`src/rtl/wash_cycle_sequencer.sv`:
```
// Washing-machine program sequencer: SOAK/WASH/RINSE/SPIN with pause/resume and cancel-to-DRAIN.
// Optional macro POWER_RESTART_PHASE_EN: a resume after a power-loss pause restarts the saved phase at full length.
module wash_cycle_sequencer #(
  parameter int CNT_W       = 16,
  parameter int SOAK_TICKS  = 8,
  parameter int WASH_TICKS  = 16,
  parameter int RINSE_TICKS = 12,
  parameter int SPIN_TICKS  = 10,
  parameter int DRAIN_TICKS = 4
) (
  input  logic             clk,
  input  logic             rst_n,
  input  logic             start,
  input  logic             cancel,
  input  logic             lid,
  input  logic             power_on,
  input  logic             mode1,
  input  logic             mode2,
  input  logic             mode3,
  input  logic             mode4,
  output logic [2:0]       state,
  output logic [1:0]       phase_sel,
  output logic             soak_en,
  output logic             wash_en,
  output logic             rinse_en,
  output logic             spin_en,
  output logic             timer_enable,
  output logic [CNT_W-1:0] counter_out,
  output logic             lid_lock,
  output logic             done
);

  typedef enum logic [2:0] {
    S_IDLE  = 3'd0,
    S_PAUSE = 3'd1,
    S_SOAK  = 3'd2,
    S_WASH  = 3'd3,
    S_RINSE = 3'd4,
    S_SPIN  = 3'd5,
    S_DRAIN = 3'd6,
    S_DONE  = 3'd7
  } state_t;

  typedef enum logic [1:0] {
    P_SOAK  = 2'b00,
    P_WASH  = 2'b01,
    P_RINSE = 2'b10,
    P_SPIN  = 2'b11
  } phase_t;

  typedef enum logic [1:0] {
    M_QUICK  = 2'd0,
    M_NORMAL = 2'd1,
    M_HEAVY  = 2'd2,
    M_SPIN   = 2'd3
  } mode_t;

  state_t           cur_state, nxt_state;
  phase_t           saved_phase, nxt_saved_phase;
  mode_t            mode_r, nxt_mode;
  mode_t            sel_mode;
  phase_t           first_phase, cur_phase, next_phase;
  logic [1:0]       cur_phase_bits;
  logic [CNT_W-1:0] nxt_counter;
  logic             pause_req;
  logic             heavy;
  logic [1:0]       nxt_phase_sel;

`ifdef POWER_RESTART_PHASE_EN
  logic             power_lost, nxt_power_lost;
`endif

  // Heavy programs double every phase except SPIN; result is the counter load value.
  function automatic logic [CNT_W-1:0] full_count(input phase_t p, input logic dbl);
    int t;
    case (p)
      P_SOAK:  t = SOAK_TICKS;
      P_WASH:  t = WASH_TICKS;
      P_RINSE: t = RINSE_TICKS;
      default: t = SPIN_TICKS;
    endcase
    if (dbl && (p != P_SPIN)) t = 2 * t;
    return CNT_W'(t - 1);
  endfunction

  function automatic state_t phase_state(input phase_t p);
    return state_t'({1'b0, p} + 3'd2);
  endfunction

  function automatic logic [1:0] phase_of(input state_t s);
    logic [2:0] d;
    d = s - 3'd2;
    return d[1:0];
  endfunction

  function automatic logic is_phase(input state_t s);
    return (s == S_SOAK) || (s == S_WASH) || (s == S_RINSE) || (s == S_SPIN);
  endfunction

  assign state = cur_state;

  // Same-edge priority is reset > cancel > pause > phase completion.
  always_comb begin
    nxt_state       = cur_state;
    nxt_counter     = counter_out;
    nxt_saved_phase = saved_phase;
    nxt_mode        = mode_r;
    pause_req       = lid || !power_on;
    heavy           = (mode_r == M_HEAVY);
    cur_phase_bits  = phase_of(cur_state);
    cur_phase       = phase_t'(cur_phase_bits);
    next_phase      = phase_t'(cur_phase_bits + 2'd1);

    if (mode1)      sel_mode = M_QUICK;
    else if (mode2) sel_mode = M_NORMAL;
    else if (mode3) sel_mode = M_HEAVY;
    else            sel_mode = M_SPIN;

    case (sel_mode)
      M_QUICK:           first_phase = P_WASH;
      M_NORMAL, M_HEAVY: first_phase = P_SOAK;
      default:           first_phase = P_SPIN;
    endcase

`ifdef POWER_RESTART_PHASE_EN
    nxt_power_lost = power_lost;
`endif

    case (cur_state)
      S_IDLE: begin
        if (start && !lid && power_on && (mode1 || mode2 || mode3 || mode4)) begin
          nxt_mode        = sel_mode;
          nxt_saved_phase = first_phase;
          nxt_state       = phase_state(first_phase);
          nxt_counter     = full_count(first_phase, sel_mode == M_HEAVY);
`ifdef POWER_RESTART_PHASE_EN
          nxt_power_lost  = 1'b0;
`endif
        end
      end

      S_SOAK, S_WASH, S_RINSE, S_SPIN: begin
        if (cancel) begin
          nxt_state   = S_DRAIN;
          nxt_counter = CNT_W'(DRAIN_TICKS - 1);
        end else if (pause_req) begin
          nxt_state       = S_PAUSE;
          nxt_saved_phase = cur_phase;
`ifdef POWER_RESTART_PHASE_EN
          nxt_power_lost  = !power_on;
`endif
        end else if (counter_out == '0) begin
          if (cur_phase == P_SPIN) begin
            nxt_state   = S_DONE;
            nxt_counter = '0;
          end else begin
            nxt_state       = phase_state(next_phase);
            nxt_saved_phase = next_phase;
            nxt_counter     = full_count(next_phase, heavy);
          end
        end else begin
          nxt_counter = counter_out - 1'b1;
        end
      end

      S_PAUSE: begin
        if (cancel) begin
          nxt_state   = S_DRAIN;
          nxt_counter = CNT_W'(DRAIN_TICKS - 1);
        end else if (!pause_req) begin
          nxt_state = phase_state(saved_phase);
`ifdef POWER_RESTART_PHASE_EN
          if (power_lost) nxt_counter = full_count(saved_phase, heavy);
          nxt_power_lost = 1'b0;
`endif
`ifdef POWER_RESTART_PHASE_EN
        end else if (!power_on) begin
          nxt_power_lost = 1'b1;
`endif
        end
      end

      // Drain ignores the lid but freezes while mains is absent.
      S_DRAIN: begin
        if (power_on) begin
          if (counter_out == '0) nxt_state = S_IDLE;
          else                   nxt_counter = counter_out - 1'b1;
        end
      end

      S_DONE: begin
        nxt_state   = S_IDLE;
        nxt_counter = '0;
      end

      default: begin
        nxt_state   = S_IDLE;
        nxt_counter = '0;
      end
    endcase

    nxt_phase_sel = 2'b00;
    if (nxt_state == S_PAUSE)      nxt_phase_sel = nxt_saved_phase;
    else if (is_phase(nxt_state))  nxt_phase_sel = phase_of(nxt_state);
  end

  // All panel and driver outputs are decoded from the next state so they change with it.
  always_ff @(posedge clk) begin
    if (!rst_n) begin
      cur_state    <= S_IDLE;
      saved_phase  <= P_SOAK;
      mode_r       <= M_QUICK;
      counter_out  <= '0;
      phase_sel    <= 2'b00;
      soak_en      <= 1'b0;
      wash_en      <= 1'b0;
      rinse_en     <= 1'b0;
      spin_en      <= 1'b0;
      timer_enable <= 1'b0;
      lid_lock     <= 1'b0;
      done         <= 1'b0;
`ifdef POWER_RESTART_PHASE_EN
      power_lost   <= 1'b0;
`endif
    end else begin
      cur_state    <= nxt_state;
      saved_phase  <= nxt_saved_phase;
      mode_r       <= nxt_mode;
      counter_out  <= nxt_counter;
      phase_sel    <= nxt_phase_sel;
      soak_en      <= (nxt_state == S_SOAK);
      wash_en      <= (nxt_state == S_WASH);
      rinse_en     <= (nxt_state == S_RINSE);
      spin_en      <= (nxt_state == S_SPIN);
      timer_enable <= is_phase(nxt_state) || ((nxt_state == S_DRAIN) && power_on);
      lid_lock     <= (nxt_state == S_SPIN);
      done         <= (nxt_state == S_DONE);
`ifdef POWER_RESTART_PHASE_EN
      power_lost   <= nxt_power_lost;
`endif
    end
  end

endmodule

```
`config.mk`:
```
export PLATFORM = sky130hd
export DESIGN_NAME = wash_cycle_sequencer
export DESIGN_NICKNAME = d
export VERILOG_FILES = /design/src/rtl/wash_cycle_sequencer.sv
export SDC_FILE = /design/constraint.sdc
export NUM_CORES = 1
export LEC_CHECK = 0
export ABC_AREA = 1
export BUFFER_PORTS_ARGS = -buffer_cell sky130_fd_sc_hd__clkbuf_2
export CORE_MARGIN = 1.5
export CORE_UTILIZATION = 62
export DETAILED_ROUTE_END_ITERATION = 12
export GPL_TIMING_DRIVEN = 0
export HOLD_SLACK_MARGIN = 0.1
export MAX_ROUTING_LAYER = met4
export PLACE_DENSITY_LB_ADDON = 0.1
export SETUP_SLACK_MARGIN = 0.02
export SLEW_MARGIN = 20
export SYNTH_ARGS = -nofsm -noshare
export SYNTH_HDL_FRONTEND = slang
export SYNTH_SLANG_ARGS = --single-unit
export TNS_END_PERCENT = 5
```
`constraint.sdc`:
```
create_clock -name clk -period 6.1 [get_ports clk]
set_input_delay 0.915 -clock clk [delete_from_list [all_inputs] [get_ports clk]]
set_output_delay 0.915 -clock clk [all_outputs]
set_load 0.1 [all_outputs]
```
==> results.py <==
metrics = {
    "logic_synthesis": {
        "syn_avg_cell_area_um2": 6.38,
        "netlist_instances": 400,
        "ys_top_cells_by_area": "dfxtp_1 24%, nand2_1 15%, ha_1 7.4%",
        "yosys_warnings": 0,
        "netlist_area_um2": 2550,
        "synth_cell_types": 38,
        "synth-seq-area-share": 0.243,
        "yosysMostFrequentCell": "nand2_1",
        "async_reset_ff_frac": 0,
        "synth_seq_cells": 31,
        "synth_common_cells": "102 x nand2_1, 44 x nor2_1, 38 x inv_1, 34 x nand3_1, 32 x a21oi_1",
        "syn-num-nets": 425,
        "synth_edf_count": 0,
        "yosysTopAreaCellShare": 0.243,
        "dominantRegCellSynth": "dfxtp_1",
        "synth_area_leader_cell": "dfxtp_1",
    },
    "timing": {
        "drv_slew": 0,
        "fin_tns_setup_ps": 0,
        "fmax_mhz": 385,
        "relSlewSlack": 0.619,
        "clock_skew_ps": 7.17,
        "period_share": 0.426,
        "fin_crit_ps": 2600,
        "rsz0062_at_grt": "no",
        "hold_violations": 0,
        "setup_violations": 0,
        "tightest_slew_ps": 571,
    },
    "final_layout": {
        "final_cells": 494,
        "drive_above_1_share": 0.198,
        "syn2layout_area_growth_pct": 14.1,
        "nets": 468,
        "seq_area_um2": 621,
        "multi_input_area_um2": 1710,
        "diodes": 0,
        "n_fill_cell": 364,
        "fin_area_um2": 2910,
    },
    "routing": {
        "wl_per_cell_um": 14.0,
        "firstDrtPassIters": 6,
        "detail-route-antenna-nets": 0,
        "drc_errors": 0,
        "drt-total-wl_um": 6940,
        "vias": 2729,
        "drtIter0Drc": 188,
        "vias_per_cell": 5.52,
    },
    "place": {
        "gp_congestion": 0.978,
        "placedCellCount": 486,
        "placed_area_um2": 2800,
        "portBuffers": 36,
        "dp_hpwl_um": 5410,
    },
    "floorplanning": {
        "io_pins": 38,
        "initial_utilization": 0.643,
        "die_w_um": 67.2,
        "die_area_um2": 4510,
        "rows": 23,
        "fp.dieH_um": 67.2,
        "core_um2": 3970,
    },
    "flow_run": {
        "drv_cap": 0,
    },
    "status": {
        "status": "completed",
    },
    "clock_network": {
        "cts_sinks": 31,
        "numCtsBuffers": 5,
        "cts_tree": "done",
        "clockRootBuffer": "clkbuf_8",
        "path_clk_slew_ps": 80,
        "cts_setup_buffers": 0,
        "insertion_delay_ps": 300,
        "clockBufferDepth": 2,
        "cts-htree-levels": 2,
        "hold_buffers": 0,
        "post_cts_resize_count": 0,
    },
    "setup_path": {
        "path_class": "reg2reg",
        "arrival_ps": 2820,
        "path_max_fanout": 10,
        "required_ps": 6320,
        "critPathLaunchType": "flip-flop",
        "end_kind": "flip-flop",
    },
    "grt": {
        "gr-total-overflow": 0,
        "first_global_vias": 2379,
        "antenna_found_initial": 0,
        "grt_max_degree": 11,
        "grt_first_pass_wirelength_um": 10800,
        "grt.total_usage": 0.334,
    },
    "worst_hold_path": {
        "worst_hold_path_type": "reg2reg",
    },
}
==> per-layer routing <==
metal	wire, um	GRT usage
met2	3370	0.568
met4	154	0.140
met3	494	0.0650
met1	2920	0.384
met5	0	-
==> kinds of logic after synthesis <==
| logic type | after synthesis | synth area share |
|---|---|---|
| buf+inv | 55 | 0.0882 |
| compound gates | 69 | 0.153 |
| flops | 31 | 0.243 |
| xor+xnor | 13 | 0.0446 |
| fa+ha+maj | 15 | 0.0735 |
| simple gates | 217 | 0.397 |
==> flip-flops by register name (all words and copies together) (netlist names) <==
signal        cells
counter_out      16
state             3
mode_r            2
phase_sel         2
saved_phase       2
done              1
lid_lock          1
rinse_en          1
soak_en           1
timer_enable      1
wash_en           1
==> cell usage in the layout, fill, tap and decap left out, types with 6 or more instances in the layout <==
cell type,synthesis,layout
ha_1,15,15
nand2_2,7,7
clkbuf_2,0,36
nor2_1,44,44
inv_1,38,38
inv_2,9,9
clkbuf_8,0,6
a21oi_1,32,32
xor2_1,11,11
dfxtp_1,31,31
nand3_1,34,34
nand2_1,102,102
o21ai_0,19,19
==> worst paths after layout <==
path / to / slack, ps / depth (start not counted) / startpoint
max reg2reg: counter_out[13] / 3500 / 13 / state[1]
min reg2reg: counter_out[12] / 500 / 2 / counter_out[12]
max: counter_out[13] / 3500 / 13 / state[1]
min: counter_out[12] / 500 / 2 / counter_out[12]
==> per-stage QoR <==
step           setup slack, ps  hold WS [ps]   util
2_1_floorplan             3110           505      -
3_3_place_gp              3580           488  0.704
3_5_place_dp              3520           491  0.704
4_1_cts                   3510           502  0.733
5_1_grt                   3220           525  0.733
6_report                  3500           502  0.733
==> critical path, stage by stage, from the launching register on <==
cell and delay (ps):
dfxtp_1 580, inv_1 230, ha_1 270, inv_1 100
nand3_1 180, nand2_1 100, ha_1 160, inv_1 60
nor3_1 190, ha_1 200, nand4_1 170, nand2_1 110
nand3_1 60, a21oi_1 120
==> cell type report <==
cell class	count	share of cell area
plain buffers	5	0.0129
clock buffers	6	0.0284
clock inverters	2	0.0120
inverters	50	0.0644
multi-input cells	314	0.586
flip-flops and latches	31	0.213
well taps	50	0.0215
repair buffers	36	0.0619
Power is left out: the tool's default activity adds up to more than one toggle a clock period on the data nets, which glitch-free logic cannot reach.
